## src/rtl/forward_scoreboard.sv

```systemverilog
// Forwarding and hazard unit for the in-order MIPS32 pipeline.
// Keeps the destinations of the last DEPTH fired instructions in a shift
// register of slots. For the instruction in ID it picks the youngest
// producer tap for rs and rt, and stalls while that producer's result is
// still in flight. Also counts stall cycles, saturating at all-ones.
module forward_scoreboard #(
    parameter int REG_ADDR_W = 5,
    parameter int DEPTH      = 3,
    parameter int SEL_W      = 3
) (
    input  logic                  clk,
    input  logic                  rst_n,
    input  logic                  freeze,
    input  logic                  iss_valid,
    input  logic                  iss_rs_read,
    input  logic                  iss_rt_read,
    input  logic [REG_ADDR_W-1:0] iss_rs_addr,
    input  logic [REG_ADDR_W-1:0] iss_rt_addr,
    input  logic                  iss_reg_write,
    input  logic [REG_ADDR_W-1:0] iss_wr_addr,
    input  logic [SEL_W-1:0]      iss_lat,
    output logic                  stall,
    output logic                  iss_fire,
    output logic [SEL_W-1:0]      rs_fwd_sel,
    output logic [SEL_W-1:0]      rt_fwd_sel,
    output logic [31:0]           perf_stall_cnt
);

    localparam logic [SEL_W-1:0] DEPTH_SEL = SEL_W'(DEPTH);
    localparam logic [SEL_W-1:0] ONE_SEL   = SEL_W'(1);

    // Slot k of the pipeline lives at array index k-1.
    logic [DEPTH-1:0]      v_q, v_d;
    logic [REG_ADDR_W-1:0] addr_q [DEPTH];
    logic [REG_ADDR_W-1:0] addr_d [DEPTH];
    logic [SEL_W-1:0]      lat_q  [DEPTH];
    logic [SEL_W-1:0]      lat_d  [DEPTH];
    logic [31:0]           cnt_q, cnt_d;

    logic                  rs_req, rt_req;
    logic                  rs_hit, rt_hit;
    logic [SEL_W-1:0]      rs_k, rt_k;
    logic [SEL_W-1:0]      rs_lat, rt_lat;
    logic                  rs_stall, rt_stall;
    logic [SEL_W-1:0]      lat_clamped;

    // Youngest-producer search for both sources, plus stall and select decode.
    always_comb begin
        rs_hit = 1'b0;
        rs_k   = '0;
        rs_lat = '0;
        rt_hit = 1'b0;
        rt_k   = '0;
        rt_lat = '0;
        // Walk oldest to youngest so the youngest match overwrites older ones.
        for (int k = DEPTH - 1; k >= 0; k--) begin
            if (v_q[k] && (addr_q[k] == iss_rs_addr)) begin
                rs_hit = 1'b1;
                rs_k   = SEL_W'(k + 1);
                rs_lat = lat_q[k];
            end
            if (v_q[k] && (addr_q[k] == iss_rt_addr)) begin
                rt_hit = 1'b1;
                rt_k   = SEL_W'(k + 1);
                rt_lat = lat_q[k];
            end
        end
        rs_req     = iss_valid & iss_rs_read & (iss_rs_addr != '0);
        rt_req     = iss_valid & iss_rt_read & (iss_rt_addr != '0);
        rs_stall   = rs_req & rs_hit & (rs_lat > rs_k);
        rt_stall   = rt_req & rt_hit & (rt_lat > rt_k);
        rs_fwd_sel = (rs_req & rs_hit & ~rs_stall) ? rs_k : '0;
        rt_fwd_sel = (rt_req & rt_hit & ~rt_stall) ? rt_k : '0;
        stall      = iss_valid & (rs_stall | rt_stall) & ~freeze;
        iss_fire   = iss_valid & ~stall & ~freeze;
    end

    // Next slot contents: shift one place per non-frozen cycle, capture at slot 1.
    always_comb begin
        if (iss_lat == '0) begin
            lat_clamped = ONE_SEL;
        end else if (iss_lat > DEPTH_SEL) begin
            lat_clamped = DEPTH_SEL;
        end else begin
            lat_clamped = iss_lat;
        end
        v_d = v_q;
        for (int k = 0; k < DEPTH; k++) begin
            addr_d[k] = addr_q[k];
            lat_d[k]  = lat_q[k];
        end
        if (!freeze) begin
            for (int k = DEPTH - 1; k >= 1; k--) begin
                v_d[k]    = v_q[k-1];
                addr_d[k] = addr_q[k-1];
                lat_d[k]  = lat_q[k-1];
            end
            v_d[0]    = iss_fire & iss_reg_write & (iss_wr_addr != '0);
            addr_d[0] = iss_wr_addr;
            lat_d[0]  = lat_clamped;
        end
    end

    // Saturating stall-cycle counter; stall is already low while frozen.
    always_comb begin
        cnt_d = cnt_q;
        if (stall && (cnt_q != 32'hFFFF_FFFF)) begin
            cnt_d = cnt_q + 32'd1;
        end
    end

    // State registers; reset drops every slot so nothing pre-reset is forwarded.
    always_ff @(posedge clk or negedge rst_n) begin
        if (!rst_n) begin
            v_q   <= '0;
            cnt_q <= '0;
            for (int k = 0; k < DEPTH; k++) begin
                addr_q[k] <= '0;
                lat_q[k]  <= '0;
            end
        end else begin
            v_q   <= v_d;
            cnt_q <= cnt_d;
            for (int k = 0; k < DEPTH; k++) begin
                addr_q[k] <= addr_d[k];
                lat_q[k]  <= lat_d[k];
            end
        end
    end

    assign perf_stall_cnt = cnt_q;

endmodule

```

## config.mk

```make
export PLATFORM = sky130hd
export DESIGN_NAME = forward_scoreboard
export DESIGN_NICKNAME = d
export VERILOG_FILES = /design/src/rtl/forward_scoreboard.sv
export SDC_FILE = /design/constraint.sdc
export NUM_CORES = 1
export LEC_CHECK = 0
export ABC_AREA = 1
export BUFFER_PORTS_ARGS = -buffer_cell sky130_fd_sc_hd__buf_2
export CAP_MARGIN = 15
export CORE_ASPECT_RATIO = 0.8
export CORE_UTILIZATION = 40
export DETAILED_ROUTE_END_ITERATION = 12
export MAX_ROUTING_LAYER = met4
export PLACE_DENSITY = 0.6
export SYNTH_ARGS = -nofsm -noshare
export SYNTH_HDL_FRONTEND = slang
export SYNTH_SLANG_ARGS = --single-unit
```

## constraint.sdc

```tcl
create_clock -name clk -period 2.7 [get_ports clk]
set_input_delay 0.27 -clock clk [delete_from_list [all_inputs] [get_ports clk]]
set_output_delay 0.27 -clock clk [all_outputs]
set_load 0.01 [all_outputs]
```

# Word-level counts from Yosys, hierarchy flattened
# Cells that the tools add are included.
# totals
register_bits,59
latchBits,0
ramBits,0
rom_bits,0
in_bits,25
output_inout_bits,40
elab_cells,73
memories,0
# op_classes
add_sub_neg,1
mul,0
n_div,0
order_cmp,3
eq_ne,7
n_shift,0
mux,22
n_bitwise,21
reduce_logical,11
# ops
operator,count
3-bit two-way mux,14
32-bit by 1-bit adder with 32-bit output (second input constant),1
32-bit inequality test (second input constant),1
5-bit == test,6
1-bit bitwise AND,16
5-bit nonzero test,3
1-bit logical AND,7
3-bit > comparator,2
1-bit two-way mux,6
2-bit two-way mux,2
1-bit NOT,4
3-bit by 2-bit > comparator with 1-bit output (second input constant),1
3-bit logical NOT,1
1-bit OR,1

# Logic depth before layout (Yosys ltp)
# Gate-level depths: netlist (run 1).
# logic_depth
depth_word,15
depth_mapped,21
ltp_nobuf,20

# Worst setup path after synthesis (run 1)
# No wires, ideal clock.
# synth_timing
path_kind,register -> output
from,register addr_q[1] in the netlist's numbering
to,output port iss_fire
arrival_time_ns,2.363
required_ns,2.430
slack_ns,0.067
path_stages_with_launch,20
path_buffers,1
cell_sequence,dfrtp_1 > inv_1 > nand2_1 > o21ai_0 > nor2_1 > nand2_1 > nor2_1 > inv_1 > nor2_1 > nand2_1 > a22oi_1 > ha_1 > inv_1 > nor2_1 > o21ai_0 > nand2_1 > nand2_1 > nand2_4 > buf_4 > nor3_1
# synth_between
elab_chain_cells,13
elab_cells_between_ends,34
cone_classes,2 x order compare; 2 x eq/ne; 18 x mux; 10 x bitwise; 2 x reduce/logical
# synth_rtl
item,line,text
from (decl),34,logic [REG_ADDR_W-1:0] addr_q [DEPTH];
"from (signal, indexed assignment)",125,addr_q[k] <= addr_d[k];
5-bit == test (on tied branches),"57, 62",
1-bit logical AND (on tied branches),"57, 62",
3-bit two-way mux (tied with other cells) (3 in series),57,if (v_q[k] && (addr_q[k] == iss_rs_addr)) begin
3-bit > comparator (tied with other cells),70,rs_stall = rs_req & rs_hit & (rs_lat > rs_k);
1-bit bitwise AND (on tied branches),"70, 71",
1-bit OR (*),74,stall = iss_valid & (rs_stall | rt_stall) & ~freeze;
1-bit bitwise AND (*) (2 in series),74,
1-bit NOT (*),75,iss_fire = iss_valid & ~stall & ~freeze;
1-bit bitwise AND (*) (2 in series),75,
to (decl),23,"output logic iss_fire,"
# Mark *: on every way between the ends. The rest lies on a longest branch, timed or not.

# Worst setup path after layout (run 1)
# layout_timing
from,register addr_q[4] in the netlist's numbering
to,output port iss_fire
# The elaborated chain is that of the path after synthesis.

==> results of run 1 <==
## layout by cell type (no fill, tap or decap), types with 5 or more instances in the layout
master,n
nor2_1,41
xnor2_1,12
nand2_1,195
clkbuf_16,12
nor3_1,16
nand2_2,21
nand4_1,43
nor4_1,6
o21ai_0,25
buf_4,32
ha_1,5
o21ai_1,7
xor2_1,22
inv_2,20
nand3_1,13
buf_2,62
nor2_2,8
inv_1,45
dfrtp_1,58
## worst paths after layout
check,slack (ns),end,cells after the start,startpoint
worst min register to register,0.47,lat_q[8]$_DFFE_PN0N_,2,lat_q[8]$_DFFE_PN0N_
worst min-delay path,0.15,addr_q[10]$_DFFE_PN0N_,3,iss_wr_addr[0]
worst max-delay path,-0.22,iss_fire,19,addr_q[4]$_DFFE_PN0N_
min in group asynchronous,0.39,addr_q[6]$_DFFE_PN0N_,2,rst_n
worst max register to register,-0.11,perf_stall_cnt[7]$_DFFE_PN0P_,20,addr_q[1]$_DFFE_PN0N_
max in group asynchronous,1.66,addr_q[13]$_DFFE_PN0N_,3,rst_n
## repair_timing
action | CTS | global route
setup endpoints to repair | 38 | 38
hold buffers | 1 | 0
buffers inserted | 3 | 9
gates cloned | 3 | 4
endpoints found under the hold margin | 12 | 0
pin swaps | 11 | 20
resized for setup | 21 | 42
## layer usage
metal  part of all wire, %  global-route usage (%)
met5                     0                       -
met3                   6.9                    5.29
met1                    52                    42.5
met2                    40                    34.8
met4                   1.0                    7.58
## sequential cells by signal, indices dropped and copies added, names as in the netlist
register and cells:
v_q 3, lat_q 9, perf_stall_cnt 32, addr_q 15
## through the flow
step                utilization (%)  instances
floorplan                         -        592
global placement               47.4        793
detailed placement             47.4        793
CTS                            51.7        815
global route                   54.2        828
finish                         54.2        828
## synthesized netlist by cell type (all sizes together), types with 2 or more instances
cell,instances
o211ai,3
ha,5
nor2,52
a22oi,2
nor3,17
inv,66
dfrtp,59
nand4,43
a21oi,6
nand3,18
o21ai,34
xnor2,12
nand2,217
xor2,22
clkbuf,10
nor3b,2
nor4,6
buf,10
## kinds of logic after synthesis
group,after synthesis,synth area share (%)
buffers and inverters,87,9.14
AO/OA/AOI/OAI,48,6.48
adder cells (fa/ha/maj),5,1.55
other,1,0.0929
XOR/XNOR,34,7.38
flip-flops,59,36.6
AND/OR/NAND/NOR,357,38.8
## layout make-up
class	count	area, um^2
Inverter	67	254
Fill cell	991	4460
Clock inverter	2	35.0
Clock buffer	13	260
Timing Repair Buffer	102	707
Multi-Input combinational cell	449	2370
Sequential cell	59	1480
Tap cell	136	170
## where the power goes
group	switching [mW]	internal, mW	leakage (nW)	total (mW)
clock	0.406	0.758	0.146	1.16
sequential	0.0417	0.926	0.785	0.968
combinational	0.184	0.109	1.76	0.293
total	0.632	1.79	2.69	2.42
## worst max-delay path: stages (launching register included)
cell     delay (ns)
dfrtp_1        0.42
inv_2          0.05
nand2_1        0.05
nand2_1        0.06
nor2_1         0.08
nand2_1        0.07
nor2_2         0.17
inv_2          0.07
nor2_4         0.13
nand2_2        0.06
a22oi_2        0.12
ha_1           0.27
inv_1          0.06
nor2_1         0.04
o21ai_2        0.15
nand2_1        0.08
nand2_2        0.09
nand2_4        0.08
nor3_4         0.11
buf_2          0.15
==> summary.txt, run 1 <==
STA
  • Period Utilization, post-route: 108%
  • Final setup viols: 38
  • Period minus WS final: 2.92 ns
  • Worst setup margin: -0.225 ns
  • Slew Limit Fails: 0
  • Max-slew headroom: 60.5%
  • Worst-margin pin slew: 0.588 ns
  • Maximum clock rate: 0.342 GHz
  • RSZ-0062 raised after global routing: true
  • Hold slack: 0.154 ns
  • Clk_skew: 0.00577 ns
  • Final Hold Viols: 0
  • Sum Neg Setup Slack: -3.25 ns

Global route
  • Largest net degree at the start of global routing: 40
  • Vias in the first global route: 3996
  • Gr ovfl total: 0
  • Initial antenna violation count: 0
  • First-pass GRT wire length: 21.2 mm
  • Gr usage total: 27.3%

Clock tree
  • CTS tree: done
  • Clock slew at reported path FFs: 0.05 ns
  • Clk buf depth: 2
  • TritonCTS Sinks: 59
  • Clock buffer count from CTS: 9
  • H-tree levels: 3
  • CTS root buffer: clkbuf_16
  • Clock insertion delay at the later pin of the skew report: 0.34 ns

Finish
  • Area grow syn2layout: 30.6%
  • Post-route cell area: 5270 um^2
  • Share of layout cells above drive strength 1: 26.4%
  • Diode count: 0
  • # nets final: 718

Yosys
  • Post-synth top area share: 36.6%
  • Leading area contributor after synthesis: dfrtp_1
  • Number of synthesized register bits: 59
  • Post-synth ARST share: 100%
  • Sequential share of the synthesized area: 36.6%
  • Syn avg cell area: 6.83 um^2
  • Ys Warns: 0
  • Ranking of synthesized cells by area: dfrtp_1 (37%), nand2_1 (20%), nand4_1 (6.7%), inv_1 (5.2%), xor2_1 (4.8%)
  • EDFF count, synth: 0
  • Synthesized instance count: 591
  • Prevailing post-synth register cell: dfrtp_1
  • Synth Cell Area: 4040 um^2
  • Synth cell types: 35

Critical path
  • Startpoint types: flop
  • Crit-path max FO: 4
  • Crit end category: output pin
  • CP required: 2.43 ns
  • Setup Crit Path Kind: flop to output pin
  • Arr. time, crit path: 2.65 ns

Outcome
  • Status: finished, violations left
  • Failing checks: setup timing

Floorplanning
  • Die Span Y: 91.9 um
  • Core Box Area: 9730 um^2
  • Initial Util: 41.5%
  • Row count: 32
  • Die area: 10500 um^2
  • Die X: 114 um
  • IO Pins: 65

Hold path
  • Worst Hold Class: input port to flop

Route
  • Drt first pass iters: 5
  • ANT nets after route: 0
  • Via density: 5.20
  • DR WL/cell: 15.8 um
  • Detailed Route WL: 13.1 mm
  • Vias: 4305
  • # DRC: 0
  • Initial DRC count: 415

Placed design
  • RD Place Congestion: 0.959
  • I/O Buffers: 62
  • Pre-CTS setup slack: -0.151 ns
  • Placed inst area: 4610 um^2
  • HPWL Detailed: 9.25 mm

Power and ir drop
  • Final Power: 2.42 mW
  • Max IR drop VDD: 0.242 mV
  • PwrDens: 460 nW/um^2
  • Leakage: 2.69 nW

Job
  • MaxCap Viol Count: 0
Power figures use the tool's default switching activity.
==> run 2, diff against run 1 <==
REMOVE_ABC_BUFFERS = 1   (was not set)
==> run 2 against run 1 <==
- the flow finishes with violations (hold timing, setup timing)
- core utilization shrank 0.27 points
- flip-flop and latch count is the same
- hold slack lost 0.17 ns
- register-to-register slack lost 0.02 ns
- clock power grew 7%
- sequential power is essentially flat
- worst setup slack gained 0.019 ns
- global-route usage shrank 2.2 points
- maximum frequency grew 0.65%
- non-clock buffer count shrank 3
- critical path type unchanged
- largest power group unchanged
==> summary.txt, run 2 (synthesis results as in run 1) <==
Floorplanning
  • Die X: 114 um
  • Row count: 32
  • Die Span Y: 91.9 um
  • Initial Util: 41.5%
  • Die area: 10500 um^2
  • IO Pins: 65
  • Core Box Area: 9730 um^2

Route
  • Met1 Wirelength: 6.25 mm
  • DR WL/cell: 15.4 um
  • DR top layer: met4
  • Detailed Route WL: 12.7 mm
  • Metal3 WL: 940 um
  • Via density: 5.21
  • ANT nets after route: 0
  • Drt first pass iters: 4
  • DR WL met2: 5.42 mm
  • Vias: 4307
  • Initial DRC count: 292
  • # DRC: 0

Clock tree
  • Clk buf depth: 2
  • CTS tree: done
  • Clock buffer count from CTS: 9
  • Hold bufs inserted after CTS: 0
  • Clock insertion delay at the later pin of the skew report: 0.33 ns
  • TritonCTS Sinks: 59
  • Clock slew at reported path FFs: 0.06 ns
  • CTS root buffer: clkbuf_16
  • H-tree levels: 3

Critical path
  • Crit path largest cell delay: 0.39 ns
  • Crit-path max FO: 3
  • Setup Crit Path Kind: flop to output pin
  • Slowest stage cell, crit path: dfrtp_1
  • Arr. time, crit path: 2.64 ns
  • Startpoint types: flop
  • Cell mode on critical path: nand2_2
  • CP required: 2.43 ns
  • Critical path cell sequence: inv_2 > nand2_2 > o21ai_1 > nor2_1 > nand2_1 > nor2_2 > inv_2 > nor2_4 > nand2_2 > a22oi_2 > ha_1 > inv_1 > nor2_2 > o21ai_2 > nand2_1 > nand2_2 > nand2_4 > nor3_2 > buf_2
  • Crit end category: output pin

Global route
  • Gr usage total: 25.1%
  • Vias in the first global route: 3860
  • First-pass GRT wire length: 19.7 mm
  • Gr ovfl total: 0
  • Largest net degree at the start of global routing: 40
  • Initial antenna violation count: 0

STA
  • Hold slack: -0.0117 ns
  • Sum Neg Setup Slack: -3.50 ns
  • Final setup viols: 38
  • Max-slew headroom: 41.6%
  • Worst setup margin: -0.206 ns
  • RSZ-0062 raised after global routing: true
  • Final Hold Viols: 21
  • Period minus WS final: 2.91 ns
  • Maximum clock rate: 0.344 GHz
  • Slew Limit Fails: 0
  • Period Utilization, post-route: 108%
  • Worst-margin pin slew: 0.875 ns
  • Clk_skew: 0.00974 ns

Hold path
  • Worst Hold Class: input port to async pin

Finish
  • Diode count: 0
  • Area grow syn2layout: 30.0%
  • Final core occ: 53.9%
  • Post-route cell area: 5250 um^2
  • # fillers: 987
  • # nets final: 715
  • Commonest non-fill, non-tap cells in the layout: nand2_1 (193), buf_2 (62), dfrtp_1 (56), inv_1 (49), nor2_1 (44)
  • Max FFs per register: 32
  • Most common cell after layout, fill and taps aside: nand2_1
  • Share of layout cells above drive strength 1: 26.5%

Placed design
  • Placed inst area: 4510 um^2
  • I/O Buffers: 62
  • HPWL Detailed: 8.78 mm
  • Pre-CTS setup slack: -0.124 ns
  • RD Place Congestion: 0.948

Outcome
  • Failing checks: hold timing, setup timing
  • Status: finished, violations left

Job
  • MaxCap Viol Count: 0

Power and ir drop
  • PwrDens: 475 nW/um^2
  • Max IR drop VDD: 0.312 mV
  • Final Power: 2.49 mW
  • Leakage: 2.68 nW
[run 2: timing repair]
item / CTS / global route
buffers inserted: 8 / 13
setup endpoints to repair: 38 / 38
pin swaps: 5 / 16
cloned: 3 / 2
resized for setup: 16 / 51
[run 2: power breakdown]
group	internal [mW]	switching (mW)	total, mW
clock network	0.804	0.432	1.24
logic	0.104	0.181	0.285
registers	0.926	0.0439	0.970
[run 2: layout make-up]
cell class / count / area (um^2) / share of cell area, %
Clock inverter: 7 / 92.6 / 1.76
Inverter: 67 / 251 / 4.79
Clock buffer: 9 / 225 / 4.29
Tap cell: 136 / 170 / 3.24
Multi-Input combinational cell: 449 / 2370 / 45.3
Timing Repair Buffer: 99 / 652 / 12.4
Sequential cell: 59 / 1480 / 28.2
[run 2: layer usage]
layer  track usage (%)  vias to the layer above
met3              4.10                       10
met1              37.9                     2044
met4              5.30                        0
met5                 -                        -
met2              34.7                      150
li1                  -                     2103
[run 2: worst paths after layout]
check                                 startpoint                             end  cells after the start  slack, ns
max in group asynchronous                  rst_n   perf_stall_cnt[1]$_DFFE_PN0P_                      2       2.00
min in group clk                  iss_wr_addr[1]          addr_q[11]$_DFFE_PN0N_                      3       0.17
hold / removal                             rst_n  perf_stall_cnt[29]$_DFFE_PN0P_                      1      -0.01
setup reg to reg           addr_q[1]$_DFFE_PN0N_   perf_stall_cnt[2]$_DFFE_PN0P_                     22      -0.13
hold reg to reg             lat_q[8]$_DFFE_PN0N_            lat_q[8]$_DFFE_PN0N_                      2       0.47
setup / recovery           addr_q[1]$_DFFE_PN0N_                        iss_fire                     19      -0.21
[run 2: critical path, delay by kind of cell, from the launching register on]
family	cells	cell delay (ns)
AND/OR/NAND/NOR	11	0.94
flip-flops	1	0.39
buffers and inverters	4	0.35
AO/OA/AOI/OAI	3	0.35
adder cells (fa/ha/maj)	1	0.27
[run 2: metrics by stage]
| stage | instances | hold WS [ns] |
|---|---|---|
| after floorplan | 572 | -0.0256 |
| after global placement | 784 | 0.358 |
| after detailed placement | 784 | 0.361 |
| after CTS | 811 | 0.00960 |
| after global routing | 826 | 0.0419 |
| final | 826 | -0.0117 |
==> run 3, diff against run 2 <==
--- a/config.mk
+++ b/config.mk
@@ -10,8 +10,8 @@
 export CAP_MARGIN = 15
 export CORE_ASPECT_RATIO = 0.8
-export CORE_UTILIZATION = 40
+export CORE_UTILIZATION = 56
 export DETAILED_ROUTE_END_ITERATION = 12
 export MAX_ROUTING_LAYER = met4
-export PLACE_DENSITY = 0.6
+export PLACE_DENSITY = 0.79
 export REMOVE_ABC_BUFFERS = 1
 export SYNTH_ARGS = -nofsm -noshare
==> constraint.sdc (replaced) <==
create_clock -name clk -period 2.7 [get_ports clk]
set_input_delay 0.27 -clock clk [delete_from_list [all_inputs] [get_ports clk]]
set_output_delay 0.27 -clock clk [all_outputs]
set_load 0.05 [all_outputs]
==> run 3 against run 2 <==
- sequential share of layout area rose by 0.070 points
- largest cell class unchanged
- register-to-register slack got worse by 0.08 ns
- the run ends with setup timing left
- non-clock buffer count rose by 8
- clock skew rose by 0.0088 ns
- sequential power barely moved
- power fell by 12%
- die area fell by 28%
==> summary.txt, run 3 (synthesis results as in run 1) <==
Outcome
  • Status: finished, violations left
  • Failing checks: setup timing

Route
  • Drt first pass iters: 5
  • Initial DRC count: 474
  • DR WL/cell: 16.5 um
  • # DRC: 0
  • Vias: 4464
  • Detailed Route WL: 13.0 mm
  • ANT nets after route: 0
  • Via density: 5.69

Critical path
  • Cell mode on critical path: nand2_1
  • Crit end category: output pin
  • Setup Crit Path Kind: flop to output pin
  • Crit path largest cell delay: 0.40 ns
  • Slowest stage cell, crit path: dfrtp_1
  • CP required: 2.43 ns
  • Crit-path max FO: 4
  • Startpoint types: flop
  • R2R Path Start: addr_q[6]$_DFFE_PN0N_
  • Critical path cell sequence: inv_1 > nand2_1 > o21ai_1 > nor2_1 > nand2_1 > nor2_2 > inv_2 > nor2_4 > nand2_2 > a22oi_2 > ha_4 > inv_4 > nor2_4 > o21ai_2 > nand2_1 > nand2_2 > nand2_4 > nor3_4 > buf_6
  • Reg-to-reg endpoint: perf_stall_cnt[16]$_DFFE_PN0P_
  • Worst R2R Setup Slack: -0.21 ns
  • R2R depth: 21
  • Arr. time, crit path: 2.94 ns
  • Crit path from: addr_q[1]$_DFFE_PN0N_
  • Crit path capture: iss_fire

Placed design
  • Post-Place Cells: 752
  • Placed inst area: 4570 um^2
  • I/O Buffers: 62
  • HPWL Detailed: 8.64 mm
  • Pre-CTS setup slack: -0.504 ns
  • RD Place Congestion: 0.951

Power and ir drop
  • PwrDens: 422 nW/um^2
  • Max IR drop VDD: 0.346 mV
  • Leakage: 2.69 nW

Finish
  • Most common cell after layout, fill and taps aside: nand2_1
  • Area grow syn2layout: 29.3%
  • # nets final: 723
  • Non-Filler Instances: 785
  • Post-route cell area: 5220 um^2
  • Diode count: 0
  • Area of the multi-input gates: 2410 um^2
  • Max FFs per register: 32
  • Commonest non-fill, non-tap cells in the layout: nand2_1 (203), dfrtp_1 (59), buf_2 (56), inv_1 (48), nand4_1 (43)
  • Share of layout cells above drive strength 1: 26.4%
  • Reg area: 1480 um^2
  • # fillers: 540

STA
  • RSZ-0062 raised after global routing: true
  • Max-slew headroom: 50.5%
  • Hold slack: 0.152 ns
  • Final Hold Viols: 0
  • Worst setup margin: -0.505 ns
  • Period minus WS final: 3.21 ns
  • Final setup viols: 38
  • Worst-margin pin slew: 0.743 ns
  • Slew Limit Fails: 0
  • Period Utilization, post-route: 119%
  • Clk_skew: 0.0185 ns
  • Maximum clock rate: 0.312 GHz

Floorplanning
  • Initial Util: 58.3%
  • Row count: 27
  • IO Pins: 65
  • Die X: 96.9 um
  • Die area: 7550 um^2
  • Die Span Y: 77.9 um
  • Core Box Area: 6930 um^2

Clock tree
  • CTS root buffer: clkbuf_8
  • Clock insertion delay at the later pin of the skew report: 0.36 ns
  • Clock slew at reported path FFs: 0.08 ns
  • Clk buf depth: 2
  • H-tree levels: 3
  • Clock buffer count from CTS: 9
  • CTS tree: done
  • TritonCTS Sinks: 59

Global route
  • Gr ovfl total: 0
  • First-pass GRT wire length: 20.4 mm
  • Initial antenna violation count: 0
  • Vias in the first global route: 4097
  • Largest net degree at the start of global routing: 40
  • Gr usage total: 35.8%

Hold path
  • Hold path start: iss_wr_addr[1]
  • Worst Hold Class: input port to flop
  • Worst Hold Depth: 3

Job
  • MaxCap Viol Count: 0
run 3: timing repair:
item	CTS	global route
pin swaps	10	22
endpoints found under the setup margin	38	38
resized for setup	46	35
cloned	4	1
hold endpoints to repair	17	0
hold buffers	1	0
buffers inserted	5	7
run 3: area by class of cell:
| type | count | share of cell area, % |
|---|---|---|
| multi-input cells | 449 | 46.2 |
| flip-flops and latches | 59 | 28.3 |
| repair buffers | 107 | 14.5 |
| inverters | 67 | 4.91 |
| clock buffers | 11 | 2.52 |
| well taps | 87 | 2.09 |
| clock inverters | 5 | 1.49 |
run 3: through the flow:
| stage | util (%) | setup TNS [ns] | total power [mW] |
|---|---|---|---|
| after floorplan | - | -10.40 | 1.12 |
| after global placement | 66.1 | -6.56 | 1.25 |
| after detailed placement | 66.1 | -10.31 | 1.26 |
| after CTS | 72.8 | -5.81 | 2.17 |
| after global routing | 75.4 | -15.11 | 2.28 |
| final | 75.4 | -7.70 | 2.20 |
run 3: worst min path at each step:
| stage | slack (ns) | endpoint |
|---|---|---|
| floorplan | -0.03 | addr_q[0]$_DFFE_PN0N_ |
| global placement | 0.37 | perf_stall_cnt[29]$_DFFE_PN0P_ |
| detailed placement | 0.37 | perf_stall_cnt[15]$_DFFE_PN0P_ |
| CTS | 0.14 | addr_q[11]$_DFFE_PN0N_ |
| global route | 0.15 | addr_q[10]$_DFFE_PN0N_ |
| finish | 0.15 | addr_q[11]$_DFFE_PN0N_ |
run 3: routing by layer:
metal | part of all wire (%) | global-route usage, % | vias to the layer above
met2 | 43 | 50.4 | 264
li1 | - | - | 2129
met1 | 44 | 49.5 | 2045
met4 | 1.9 | 10.6 | 0
met5 | 0 | - | -
met3 | 11 | 10.8 | 26
run 3: report_power, final:
part | switching (mW) | internal (mW)
combinational | 0.205 | 0.122
clock | 0.391 | 0.518
sequential | 0.0452 | 0.924
total | 0.641 | 1.56
run 3: worst max-delay path: cells and delay by family (launching register included):
family	cells	cell delay, ns
AO/OA/AOI/OAI	3	0.40
adder cells (fa/ha/maj)	1	0.24
buffers and inverters	4	0.40
flip-flops	1	0.40
AND/OR/NAND/NOR	11	1.14
